$ cat src/rtl/mem_bank_ctrl_if.sv
// rtl/mem_bank_ctrl_if.sv - request and SRAM macro-array signal bundle for mem_bank_ctrl
interface mem_bank_ctrl_if #(
    parameter int DATA_W         = 8,
    parameter int MACRO_AW       = 10,
    parameter int MACRO_PER_BANK = 16,
    parameter int NUM_BANKS      = 4,
    parameter int LEN_W          = 4
) ();
    localparam int NM     = NUM_BANKS * MACRO_PER_BANK;
    localparam int ADDR_W = MACRO_AW + $clog2(NM);

    logic                 REQ_VALID;
    logic                 REQ_READY;
    logic                 REQ_WE;
    logic [ADDR_W-1:0]    REQ_ADDR;
    logic [LEN_W-1:0]     REQ_LEN;
    logic [DATA_W-1:0]    REQ_WDATA;
    logic                 BEAT_ACK;
    logic                 BUSY;
    logic [MACRO_AW-1:0]  MEM_ADDR;
    logic                 MEM_CE;
    logic                 MEM_WEB;
    logic [DATA_W-1:0]    MEM_IDATA;
    logic [NM-1:0]        MEM_CSB;
    logic [NM-1:0]        MEM_OEB;
    logic [NM*DATA_W-1:0] MEM_RDATA;
    logic [DATA_W-1:0]    RDATA;
    logic                 RDATA_VALID;

    modport slave (
        input  REQ_VALID, REQ_WE, REQ_ADDR, REQ_LEN, REQ_WDATA, MEM_RDATA,
        output REQ_READY, BEAT_ACK, BUSY, MEM_ADDR, MEM_CE, MEM_WEB, MEM_IDATA,
               MEM_CSB, MEM_OEB, RDATA, RDATA_VALID
    );

    modport master (
        output REQ_VALID, REQ_WE, REQ_ADDR, REQ_LEN, REQ_WDATA, MEM_RDATA,
        input  REQ_READY, BEAT_ACK, BUSY, MEM_ADDR, MEM_CE, MEM_WEB, MEM_IDATA,
               MEM_CSB, MEM_OEB, RDATA, RDATA_VALID
    );
endinterface

$ cat src/rtl/mem_bank_ctrl.sv
// rtl/mem_bank_ctrl.sv - SRAM bank controller with request handshake, incrementing bursts and read return
module mem_bank_ctrl #(
    parameter int DATA_W         = 8,
    parameter int MACRO_AW       = 10,
    parameter int MACRO_PER_BANK = 16,
    parameter int NUM_BANKS      = 4,
    parameter int RD_LAT         = 1,
    parameter int LEN_W          = 4
) (
    input  logic CLK,
    input  logic RSTN,
    mem_bank_ctrl_if.slave bus
);
    localparam int NM     = NUM_BANKS * MACRO_PER_BANK;
    localparam int SEL_W  = $clog2(NM);
    localparam int ADDR_W = MACRO_AW + SEL_W;

    typedef enum logic {IDLE, BURST} state_t;

    state_t              state_q, state_d;
    logic                we_q;
    logic [ADDR_W-1:0]   addr_q;
    logic [LEN_W-1:0]    len_q;
    logic [LEN_W-1:0]    cnt_q;

    logic                beat;
    logic                beat_we;
    logic [ADDR_W-1:0]   beat_addr;
    logic [SEL_W-1:0]    beat_sel;
    logic [NM-1:0]       beat_onehot;

    logic [MACRO_AW-1:0] mem_addr_q;
    logic                mem_ce_q;
    logic                mem_web_q;
    logic [DATA_W-1:0]   mem_idata_q;
    logic [NM-1:0]       mem_csb_q;
    logic [NM-1:0]       mem_oeb_q;
    logic                pin_rd_q;
    logic [SEL_W-1:0]    pin_sel_q;

    logic [RD_LAT-1:0]   pipe_v;
    logic [SEL_W-1:0]    pipe_sel [RD_LAT];
    logic [DATA_W-1:0]   rd_words [NM];
    logic [DATA_W-1:0]   rdata_q;
    logic                rdata_valid_q;

    // Bank and macro fields are contiguous above the word field, so together they form the flat macro index.
    assign beat_sel    = beat_addr[ADDR_W-1:MACRO_AW];
    assign beat_onehot = NM'(1) << beat_sel;

    always_comb begin
        state_d   = state_q;
        beat      = 1'b0;
        beat_we   = we_q;
        beat_addr = addr_q + ADDR_W'(1);
        case (state_q)
            IDLE: begin
                beat      = bus.REQ_VALID;
                beat_we   = bus.REQ_WE;
                beat_addr = bus.REQ_ADDR;
                if (bus.REQ_VALID && bus.REQ_LEN != '0) begin
                    state_d = BURST;
                end
            end
            BURST: begin
                beat = 1'b1;
                if (cnt_q == len_q) begin
                    state_d = IDLE;
                end
            end
            default: state_d = IDLE;
        endcase
    end

    always_ff @(posedge CLK or negedge RSTN) begin
        if (!RSTN) begin
            state_q <= IDLE;
            we_q    <= 1'b0;
            addr_q  <= '0;
            len_q   <= '0;
            cnt_q   <= '0;
        end else begin
            state_q <= state_d;
            if (beat) begin
                addr_q <= beat_addr;
            end
            if (state_q == IDLE && beat) begin
                we_q  <= bus.REQ_WE;
                len_q <= bus.REQ_LEN;
                cnt_q <= LEN_W'(1);
            end else if (state_q == BURST) begin
                cnt_q <= cnt_q + LEN_W'(1);
            end
        end
    end

    // Strobes are rebuilt every cycle so idle macros never keep a stale select.
    always_ff @(posedge CLK or negedge RSTN) begin
        if (!RSTN) begin
            mem_addr_q  <= '0;
            mem_ce_q    <= 1'b0;
            mem_web_q   <= 1'b1;
            mem_idata_q <= '0;
            mem_csb_q   <= '1;
            mem_oeb_q   <= '1;
            pin_rd_q    <= 1'b0;
            pin_sel_q   <= '0;
        end else if (beat) begin
            mem_addr_q  <= beat_addr[MACRO_AW-1:0];
            mem_ce_q    <= 1'b1;
            mem_web_q   <= ~beat_we;
            mem_idata_q <= bus.REQ_WDATA;
            mem_csb_q   <= ~beat_onehot;
            mem_oeb_q   <= beat_we ? '1 : ~beat_onehot;
            pin_rd_q    <= ~beat_we;
            pin_sel_q   <= beat_sel;
        end else begin
            mem_ce_q    <= 1'b0;
            mem_web_q   <= 1'b1;
            mem_csb_q   <= '1;
            mem_oeb_q   <= '1;
            pin_rd_q    <= 1'b0;
        end
    end

    always_comb begin
        for (int i = 0; i < NM; i++) begin
            rd_words[i] = bus.MEM_RDATA[i*DATA_W +: DATA_W];
        end
    end

    // Tracks each pin-cycle read through the macro latency so its data is picked from the right slice.
    always_ff @(posedge CLK or negedge RSTN) begin
        if (!RSTN) begin
            pipe_v        <= '0;
            for (int i = 0; i < RD_LAT; i++) begin
                pipe_sel[i] <= '0;
            end
            rdata_q       <= '0;
            rdata_valid_q <= 1'b0;
        end else begin
            pipe_v[0]   <= pin_rd_q;
            pipe_sel[0] <= pin_sel_q;
            for (int i = 1; i < RD_LAT; i++) begin
                pipe_v[i]   <= pipe_v[i-1];
                pipe_sel[i] <= pipe_sel[i-1];
            end
            rdata_valid_q <= pipe_v[RD_LAT-1];
            if (pipe_v[RD_LAT-1]) begin
                rdata_q <= rd_words[pipe_sel[RD_LAT-1]];
            end
        end
    end

    assign bus.REQ_READY   = (state_q == IDLE);
    assign bus.BEAT_ACK    = beat;
    assign bus.BUSY        = (state_q == BURST);
    assign bus.MEM_ADDR    = mem_addr_q;
    assign bus.MEM_CE      = mem_ce_q;
    assign bus.MEM_WEB     = mem_web_q;
    assign bus.MEM_IDATA   = mem_idata_q;
    assign bus.MEM_CSB     = mem_csb_q;
    assign bus.MEM_OEB     = mem_oeb_q;
    assign bus.RDATA       = rdata_q;
    assign bus.RDATA_VALID = rdata_valid_q;
endmodule

$ cat src/flat_wrapper.sv
// flat-port wrapper written by rule: the top's interface ports become plain ports
module mem_bank_ctrl_flat 
#(
    parameter int DATA_W         = 8,
    parameter int MACRO_AW       = 10,
    parameter int MACRO_PER_BANK = 16,
    parameter int NUM_BANKS      = 4,
    parameter int RD_LAT         = 1,
    parameter int LEN_W          = 4
)
  (CLK, RSTN, bus_REQ_VALID, bus_REQ_WE, bus_REQ_ADDR, bus_REQ_LEN, bus_REQ_WDATA, bus_MEM_RDATA, bus_REQ_READY, bus_BEAT_ACK, bus_BUSY, bus_MEM_ADDR, bus_MEM_CE, bus_MEM_WEB, bus_MEM_IDATA, bus_MEM_CSB, bus_MEM_OEB, bus_RDATA, bus_RDATA_VALID);
  mem_bank_ctrl_if #(.DATA_W(DATA_W), .MACRO_AW(MACRO_AW), .MACRO_PER_BANK(MACRO_PER_BANK), .NUM_BANKS(NUM_BANKS), .LEN_W(LEN_W)) bus_i ();
  input  logic CLK;
  input  logic RSTN;
  input wire logic [$bits(bus_i.REQ_VALID)-1:0] bus_REQ_VALID;
  input wire logic [$bits(bus_i.REQ_WE)-1:0] bus_REQ_WE;
  input wire logic [$bits(bus_i.REQ_ADDR)-1:0] bus_REQ_ADDR;
  input wire logic [$bits(bus_i.REQ_LEN)-1:0] bus_REQ_LEN;
  input wire logic [$bits(bus_i.REQ_WDATA)-1:0] bus_REQ_WDATA;
  input wire logic [$bits(bus_i.MEM_RDATA)-1:0] bus_MEM_RDATA;
  output wire logic [$bits(bus_i.REQ_READY)-1:0] bus_REQ_READY;
  output wire logic [$bits(bus_i.BEAT_ACK)-1:0] bus_BEAT_ACK;
  output wire logic [$bits(bus_i.BUSY)-1:0] bus_BUSY;
  output wire logic [$bits(bus_i.MEM_ADDR)-1:0] bus_MEM_ADDR;
  output wire logic [$bits(bus_i.MEM_CE)-1:0] bus_MEM_CE;
  output wire logic [$bits(bus_i.MEM_WEB)-1:0] bus_MEM_WEB;
  output wire logic [$bits(bus_i.MEM_IDATA)-1:0] bus_MEM_IDATA;
  output wire logic [$bits(bus_i.MEM_CSB)-1:0] bus_MEM_CSB;
  output wire logic [$bits(bus_i.MEM_OEB)-1:0] bus_MEM_OEB;
  output wire logic [$bits(bus_i.RDATA)-1:0] bus_RDATA;
  output wire logic [$bits(bus_i.RDATA_VALID)-1:0] bus_RDATA_VALID;
  assign bus_i.REQ_VALID = bus_REQ_VALID;
  assign bus_i.REQ_WE = bus_REQ_WE;
  assign bus_i.REQ_ADDR = bus_REQ_ADDR;
  assign bus_i.REQ_LEN = bus_REQ_LEN;
  assign bus_i.REQ_WDATA = bus_REQ_WDATA;
  assign bus_i.MEM_RDATA = bus_MEM_RDATA;
  assign bus_REQ_READY = bus_i.REQ_READY;
  assign bus_BEAT_ACK = bus_i.BEAT_ACK;
  assign bus_BUSY = bus_i.BUSY;
  assign bus_MEM_ADDR = bus_i.MEM_ADDR;
  assign bus_MEM_CE = bus_i.MEM_CE;
  assign bus_MEM_WEB = bus_i.MEM_WEB;
  assign bus_MEM_IDATA = bus_i.MEM_IDATA;
  assign bus_MEM_CSB = bus_i.MEM_CSB;
  assign bus_MEM_OEB = bus_i.MEM_OEB;
  assign bus_RDATA = bus_i.RDATA;
  assign bus_RDATA_VALID = bus_i.RDATA_VALID;
  mem_bank_ctrl #(.DATA_W(DATA_W), .MACRO_AW(MACRO_AW), .MACRO_PER_BANK(MACRO_PER_BANK), .NUM_BANKS(NUM_BANKS), .RD_LAT(RD_LAT), .LEN_W(LEN_W)) u_core (.CLK(CLK), .RSTN(RSTN), .bus(bus_i));
endmodule
$ cat config.mk
export PLATFORM = sky130hd
export DESIGN_NAME = mem_bank_ctrl_flat
export DESIGN_NICKNAME = d
export VERILOG_FILES = /design/src/rtl/mem_bank_ctrl_if.sv /design/src/rtl/mem_bank_ctrl.sv /design/src/flat_wrapper.sv
export SDC_FILE = /design/constraint.sdc
export NUM_CORES = 1
export LEC_CHECK = 0
export BUFFER_PORTS_ARGS = -buffer_cell sky130_fd_sc_hd__buf_2
export CAP_MARGIN = 5
export CELL_PAD_IN_SITES_DETAIL_PLACEMENT = 1
export CELL_PAD_IN_SITES_GLOBAL_PLACEMENT = 2
export CORE_AREA = 2 2 275 277
export DETAILED_ROUTE_END_ITERATION = 8
export DIE_AREA = 0 0 277 279
export GPL_ROUTABILITY_DRIVEN = 0
export GPL_TIMING_DRIVEN = 0
export PLACE_DENSITY_LB_ADDON = 0.1
export SLEW_MARGIN = 20
export SYNTH_ARGS = -nofsm -noshare
export SYNTH_HDL_FRONTEND = slang
export SYNTH_SLANG_ARGS = --single-unit
$ cat constraint.sdc
create_clock -name CLK -period 2.8 [get_ports CLK]
set_input_delay 0.14 -clock CLK [delete_from_list [all_inputs] [get_ports CLK]]
set_output_delay 0.14 -clock CLK [all_outputs]
set_load 0.1 [all_outputs]
# Word level (Yosys, flattened, before mapping)
# Cells that the tools add are included.
# word_totals
register_bits,197
in_bits,544
output_inout_bits,160
elab_cells,47
# classes
add_sub_neg,2
n_lt_le_gt_ge,1
eq_ne,1
shift,1
muxes,17
bitwise,4
reduce_logical,4
# ops
cell,count
$mux 64,3
$not 64->64,1
$shl 1x6->64 const A,1
$bmux 8 s6,1
$add 16x1->16 const B,1
$mux 16,1
$mux 8,2
$mux 4,2
$ge 7x7->1 const B,1
$not 6->7,1
$mux 1,6
$add 4x1->4 const B,1
$eq 4x4->1,1
$pmux 1 s2,2
$reduce_bool 4->1,1
$logic_and 1x1->1,2
$not 1->1,2
$reduce_bool 2->1,1

# Longest topological paths before layout
# Gate-level depths: netlist of the first run.
# depth
ltp_word,6
depth_mapped,9

# Worst setup path after synthesis of the first run
# No wires, ideal clock.
# synth_path
path_kind,flip-flop to flip-flop
startpoint,"reg u_core.state_q, in the netlist u_core.bus.BUSY"
endpoint,"reg u_core.mem_oeb_q[52], in the netlist u_core.bus.MEM_OEB[52]"
arrival_time_ps,3099
required_ps,2710
setup_slack_ps,-388
stages_incl_launch_ff,7
path_buffers,2
synth_period_minus_slack_ps,3188
path_cell_list,dfrtp_1 > buf_2 > clkinv_1 > clkbuf_1 > o211ai_2 > nor3_2 > nand2_1
# synth_lines
element,line,rtl
from (decl),mem_bank_ctrl.sv:20,"state_t state_q, state_d;"
from (signal assigned),mem_bank_ctrl.sv:83,state_q <= state_d;
$not 1->1,-,
via bus_REQ_READY,flat_wrapper.sv:21,output wire logic [$bits(bus_i.REQ_READY)-1:0] bus_REQ_READY;
$pmux 1 s2,mem_bank_ctrl.sv:56,case (state_q)
$mux 64,mem_bank_ctrl.sv:108,end else if (beat) begin
to (signal assigned),mem_bank_ctrl.sv:114,mem_oeb_q <= beat_we ? '1 : ~beat_onehot;
to (decl),mem_bank_ctrl.sv:37,logic [NM-1:0] mem_oeb_q;
# The timed path passes the listed nets, and every way through them passes these cells.
# A chain may end at the register's enable or synchronous reset.

# Final worst setup path of the first run
# layout_path
startpoint,reg u_core.pipe_sel[0] (netlist name)
endpoint,"reg u_core.rdata_q[1], in the netlist u_core.bus.RDATA[1]"
# layout_via
elab_chain_len,4
# layout_lines
element,line,rtl
from (decl),mem_bank_ctrl.sv:42,logic [SEL_W-1:0] pipe_sel [RD_LAT];
"from (signal, indexed assignment)",mem_bank_ctrl.sv:146,pipe_sel[i] <= pipe_sel[i-1];
$not 6->7 (not written as such),mem_bank_ctrl.sv:150,rdata_q <= rd_words[pipe_sel[RD_LAT-1]];
$bmux 8 s6,mem_bank_ctrl.sv:150,
$mux 8 (not written as such) (2 in series),mem_bank_ctrl.sv:150,
to (signal assigned),mem_bank_ctrl.sv:150,
to (decl),mem_bank_ctrl.sv:44,logic [DATA_W-1:0] rdata_q;
# No other way between the ends. The select of a mux whose other input is x is not followed.

==> results of run 1 <==
[layer usage]
layer | up-vias | GRT usage [%] | wire, µm
met5 | - | 0 | 68
met4 | 10 | 3.08 | 1060
met3 | 66 | 3.55 | 3280
met2 | 386 | 35.7 | 39700
met1 | 5636 | 23.8 | 31900
li1 | 4642 | - | -
[worst max path at each step]
stage,from,endpoint,slack [ps],cells after the start
final,u_core.pipe_sel[0],u_core.bus.RDATA[1],80,6
after global routing,u_core.pipe_sel[0],u_core.bus.RDATA[1],0.9,6
after CTS,u_core.pipe_sel[2],u_core.bus.RDATA[7],0.4,9
after detailed placement,u_core.pipe_sel[2],u_core.bus.RDATA[3],-760,7
after floorplan,u_core.bus.BUSY,u_core.bus.MEM_ADDR[2],130,6
after global placement,RSTN,u_core.bus.BUSY,-2020,1
[flip-flops by register name, indices dropped and copies added, names as in the netlist, 2 cells and up]
register / count
u_core.pipe_sel: 6
u_core.bus.RDATA: 8
u_core.bus.MEM_IDATA: 8
u_core.pin_sel_q: 5
u_core.len_q: 4
u_core.bus.MEM_OEB: 64
u_core.bus.MEM_ADDR: 9
u_core.cnt_q: 4
u_core.bus.MEM_CSB: 64
u_core.addr_q: 2
[report_power, final]
group / switching (W) / total (W) / internal, W
Combinational: 0.00807 / 0.0123 / 0.00425
Sequential: 0.000457 / 0.00368 / 0.00322
Clock: 0.00120 / 0.00245 / 0.00125
Total: 0.00973 / 0.0185 / 0.00873
[cell usage in the layout (no fill, tap or decap), drive strengths merged, types with 3 or more instances in the layout]
cell type / instances
xor2: 8
a221oi: 8
mux2i: 52
a31o: 4
clkbuf: 37
dfrtp: 52
nand3: 9
inv: 12
mux2: 24
o21a: 3
dfstp: 129
o21ai: 16
a31oi: 3
nand4: 4
nor2b: 6
dlygate4sd3: 24
nor2: 20
a221o: 8
and2: 3
xnor2: 5
a211oi: 3
nor4: 8
a32o: 3
buf: 774
o221ai: 8
o211ai: 4
a22oi: 18
nor3: 10
clkinv: 7
nand2: 170
o22ai: 3
mux4: 128
diode: 4
a21oi: 10
[logic make-up after synthesis]
group,Yosys count,synth area share (%)
flip-flops,181,43.2
buffers and inverters,79,3.55
AND/OR/NAND/NOR,238,10.8
adder cells (fa/ha/maj),2,0.230
AO/OA/AOI/OAI,97,7.37
multiplexers,204,33.8
XOR/XNOR,13,1.05
[worst max-delay path: stages (launching register included)]
cell and delay [ps]:
dfrtp_2 480, buf_4 290, mux4_2 540, mux2_2 320, a22oi_1 330, o221ai_1 260
a221o_1 360
[repair_timing]
item | 4_1_cts | 5_1_grt
cloned | 0 | 0
hold buffers | 24 | 0
resized for setup | 61 | 15
buffers inserted | 4 | 14
hold endpoints to repair | 59 | 0
endpoints found under the setup margin | 101 | 125
pin swaps | 4 | 10
[through the flow]
stage	std cells	hold WS, ps	total power [W]
final	2564	49.3	0.0185
after global routing	2561	81.1	0.0195
after CTS	2546	44.4	0.0186
after detailed placement	2488	129	0.0156
after global placement	2486	341	0.0156
after floorplan	814	-156	0.0117
[final cells by class]
cell class / count / area (µm²) / area share (%)
Buffer: 71 / 452 / 2.66
Clock inverter: 15 / 143 / 0.840
Multi-Input combinational cell: 554 / 5970 / 35.2
Inverter: 6 / 26.3 / 0.155
Tap cell: 969 / 1210 / 7.14
Timing Repair Buffer: 747 / 4050 / 23.8
Sequential cell: 181 / 4690 / 27.6
Clock buffer: 17 / 425 / 2.51
Antenna cell: 4 / 10.0 / 0.0590
==> results.ini, run 1 <==
[outcome]
status=finished clean

[clock_network]
root_buffer=clkbuf_16
clock_latency_ps=470
clock-sinks=181
path_clk_slew_ps=80
tritoncts=yes
htree_levels=4
numCtsBuffers=17
clockBufferDepth=2

[setup_path]
regToRegSetupSlack_ps=80
reg2reg_from=u_core.pipe_sel[0]
worstSetupEndpointType=flop
r2r-end=u_core.bus.RDATA[1]
critPathKind=flop to flop
critPathRequiredTime_ps=3140
reg2regPathDepth=6
crit_arrival_ps=3060
path_max_fanout=10
worstSetupStartpointType=flop

[route]
vias_per_cell=4.19
antenna_left=0
totalWireLength_um=76000
vias=10700
drt_iter0_drc=510
first_pass_iters=4
wire_per_inst_um=29.6
drc=0

[die]
die_w_um=277
core-area_mm2=0.0741
rows=100
initial_core_util_pct=14.7
pin_count=704
die_h_um=279
die_area_mm2=0.0773

[yosys]
yosys_most_used_dff=dfstp_2
synth.top_cell.area_share_pct=31.2
synthTopCellsByArea=dfstp_2 (31%), mux4_2 (27%), dfrtp_1 (12%)
synth_edf_count=0
yosysWarnings=0
avgSynthCellArea_um2=13.3
yosysSeqAreaShare_pct=43.2
synthCells=814
yosysUniqueCellTypes=58
async_reset_ff_share_pct=100
ys_top_cells_by_count=nand2_1 (170), dfstp_2 (129), mux4_2 (128)
synth-seq-cells=181
synth_area_leader_cell=dfstp_2
yosys.cell_count.top_type=nand2_1
syn-num-nets=1360
syn_area_mm2=0.0109

[grt]
grt_antenna_before_repair=29
gr-total-overflow=0
grt_pass1_vias=11900
grt_max_degree=92
grt_use_total_pct=19.4
grt_pass1_wl_um=103000

[timing]
setup_tns_ps=0
min_period_ps=2720
tightest_slew_ps=747
timing.fmax_mhz=368
fin_crit_sh_pct=97.2
setup_ws_ps=79.2
drv_slew=0
slew_headroom_pct=50.2
rsz0062_at_grt=false
final_hold_viol_count=0
setup_viol=0
fin_skew_ps=21.7

[worst_hold_path]
hold_path.startpoint=bus_REQ_VALID
hold_depth=3
holdPathEnd=u_core.bus.MEM_CE
hp-class=input port to flop

[layout]
fill_cells=8533
finalInstanceArea_mm2=0.0170
num-nets-final=2124
syn2layout_area_growth_pct=56.4
final_util_pct=22.9
drive_gt1_share_pct=72.4

[power]
power_density_mw_per_mm2=1090
max-vdd-ir-drop_v=0.000439
leakage_nw=7.11

[placement]
dp_hpwl_um=65600
numPortBuffers=703
post-place-ws_ps=-756
postPlaceCellArea_mm2=0.0157

[run]
cap_violations=0

Note: power is estimated with default switching activity, not from simulation.
==> run 2, diff against run 1 <==
--- a/config.mk
+++ b/config.mk
@@ -14,7 +14,8 @@
 export DIE_AREA = 0 0 277 279
 export GPL_ROUTABILITY_DRIVEN = 0
 export GPL_TIMING_DRIVEN = 0
-export PLACE_DENSITY_LB_ADDON = 0.1
+export PLACE_DENSITY = 0.5
+export SETUP_SLACK_MARGIN = 0.05
 export SLEW_MARGIN = 20
 export SYNTH_ARGS = -nofsm -noshare
 export SYNTH_HDL_FRONTEND = slang
==> run 2 against run 1 <==
Clock power is 9.8% higher. Wire length shrank 2.8%. Clock skew shrank 7.9 ps. Via count increased by 1.7%. Die area unchanged. Core utilization rose by 0.20 points. Sequential share of layout area fell by 0.23 points. Final cell count up 0.55%. Critical path depth grew 3. Critical endpoint is now u_core.bus.RDATA[6].
==> results.ini, run 2 (synthesis results as in run 1) <==
[grt]
grt_antenna_before_repair=43  ; +48%
grt_pass1_wl_um=100000  ; -3.1%
grt_pass1_vias=11900  ; -0.13%
gr-total-overflow=0  ; unchanged
grt_use_total_pct=18.6  ; -0.78 points
grt_max_degree=66  ; -28%

[worst_hold_path]
hold_path.startpoint=bus_REQ_VALID
hp-class=input port to flop
hold_depth=3  ; unchanged
holdPathEnd=u_core.bus.MEM_CE

[timing]
final_hold_viol_count=0  ; unchanged
timing.fmax_mhz=381  ; +3.8%
fin_crit_sh_pct=93.6  ; -3.5 points
tightest_slew_ps=787  ; +40.5 ps
drv_slew=0  ; unchanged
setup_viol=0  ; unchanged
fin_skew_ps=13.8  ; -7.91 ps
slew_headroom_pct=47.5  ; -2.7 points
rsz0062_at_grt=true
min_period_ps=2620  ; -99.0 ps
whs_ps=72.8  ; +23.4 ps

[run]
cap_violations=0  ; unchanged

[placement]
dp_cells=2488  ; unchanged
dp_hpwl_um=63900  ; -2.6%
numPortBuffers=703  ; unchanged
postPlaceCellArea_mm2=0.0157  ; about the same

[layout]
finalInstanceArea_mm2=0.0171  ; +0.86%
stdcell_count=2578  ; +0.55%
final_util_pct=23.1  ; +0.20 points
mostFrequentLayoutCells=buf_2 (716), nand2_1 (170), dfstp_2 (129)
num-nets-final=2126  ; +0.094%
syn2layout_area_growth_pct=57.7
layout_commonest_cell=buf_2
drive_gt1_share_pct=72.4  ; about the same

[setup_path]
critPathKind=flop to flop
regToRegSetupSlack_ps=180  ; +100 ps
r2r-end=u_core.bus.RDATA[6]
cp_common_cell=buf_6
worstSetupStartpointType=flop
reg2regPathDepth=9  ; +3
cpPeakStageDelay_ps=400  ; -140 ps
crit_buf_inv=3  ; +2
path_cells=buf_6 -> buf_6 -> buf_4 -> mux4_2 -> mux2i_1 -> a22oi_1 -> nand2_1 -> a221oi_1 -> a221o_1
worstSetupEndpointType=flop
path_max_fanout=10  ; unchanged
crit_cells=9  ; +3
slowest_stage=dfrtp_1
critPathRequiredTime_ps=3140  ; about the same
reg2reg_from=u_core.pipe_sel[2]
crit_arrival_ps=2960  ; -100 ps
crit_family=multiplexers

[power]
power_density_mw_per_mm2=1100  ; +0.75%
leakage_nw=7.16  ; +0.72%
seq_power_share_pct=19.6  ; -0.3 points
p_comb_share_pct=66.0  ; -0.8 points
max-vdd-ir-drop_v=0.000576  ; +31%
p_sw_w=0.00970  ; -0.23%
p_clk_share_pct=14.3  ; +1.0 points
p_int_w=0.00905  ; +3.7%
power_switching_share_pct=51.7  ; -0.96 points

[die]
initial_core_util_pct=14.7  ; unchanged
die_h_um=279  ; unchanged
die_area_mm2=0.0773  ; unchanged
die_w_um=277  ; unchanged
rows=100  ; unchanged
pin_count=704  ; unchanged
core-area_mm2=0.0741  ; unchanged

[clock_network]
path_clk_slew_ps=80  ; about the same
tritoncts=yes
numCtsBuffers=17  ; unchanged
htree_levels=4  ; unchanged
clock_latency_ps=460  ; about the same
root_buffer=clkbuf_16
clockBufferDepth=2  ; unchanged
clock-sinks=181  ; unchanged

[route]
antenna_left=0  ; unchanged
wire_per_inst_um=28.7  ; -3.3%
vias_per_cell=4.24  ; +1.1%
first_pass_iters=5  ; +1
totalWireLength_um=73900  ; -2.8%
drt_iter0_drc=663  ; +30%
vias=10900  ; +1.7%
drc=0  ; unchanged

[outcome]
status=finished clean

-- run 2: layout make-up --
type                            count  area [µm²]
Inverter                            6        26.3
Tap cell                          969        1210
Multi-Input combinational cell    554        5960
Clock buffer                       19         464
Antenna cell                       16        40.0
Timing Repair Buffer              748        4050
Buffer                             72         489
Clock inverter                     13         184
Fill cell                        8611       56900
Sequential cell                   181        4690
-- run 2: metal layers --
layer	track usage, %	vias to the layer above	part of all wire [%]
li1	-	4667	-
met1	22.8	5675	40
met2	32.9	469	50
met3	4.69	91	7.8
met4	4.19	18	2.1
met5	0	-	0.16
-- run 2: tightest hold or removal path, delay by kind of cell --
family / cells / cell delay, ps
buffers and inverters: 2 / 240
and+or+nand+nor: 1 / 100
-- run 2: repair_timing --
action | CTS | global route
hold endpoints to repair | 86 | 0
pin swaps | 3 | 13
hold buffers | 24 | 0
buffers inserted | 4 | 15
endpoints found under the setup margin | 94 | 112
resized for setup | 64 | 19
-- run 2: worst max path at each step --
stage | start | to | slack (ps)
after floorplan | u_core.bus.BUSY | u_core.bus.MEM_ADDR[2] | 130
after global placement | RSTN | u_core.bus.BUSY | -1840
after detailed placement | u_core.pipe_sel[0] | u_core.bus.RDATA[0] | -870
after CTS | u_core.bus.MEM_ADDR[0] | u_core.bus.MEM_OEB[4] | 30
after global routing | u_core.bus.MEM_ADDR[2] | u_core.bus.MEM_CSB[53] | 40
final | u_core.pipe_sel[2] | u_core.bus.RDATA[6] | 180
-- run 2: power by group through the flow --
stage | logic [W] | registers (W) | clock network (W)
floorplan | 0.00624 | 0.00545 | 0
global placement | 0.0117 | 0.00371 | 0
detailed placement | 0.0118 | 0.00372 | 0
CTS | 0.0122 | 0.00372 | 0.00278
global route | 0.0131 | 0.00376 | 0.00290
finish | 0.0124 | 0.00368 | 0.00269
-- run 2: through the flow --
| stage | TNS (ps) | setup WS (ps) | total power (W) |
|---|---|---|---|
| floorplan | 0 | 133 | 0.0117 |
| global placement | -131290 | -1840 | 0.0154 |
| detailed placement | -12010 | -865 | 0.0155 |
| CTS | 0 | 31.0 | 0.0187 |
| global route | 0 | 42.1 | 0.0197 |
| finish | 0 | 178 | 0.0188 |
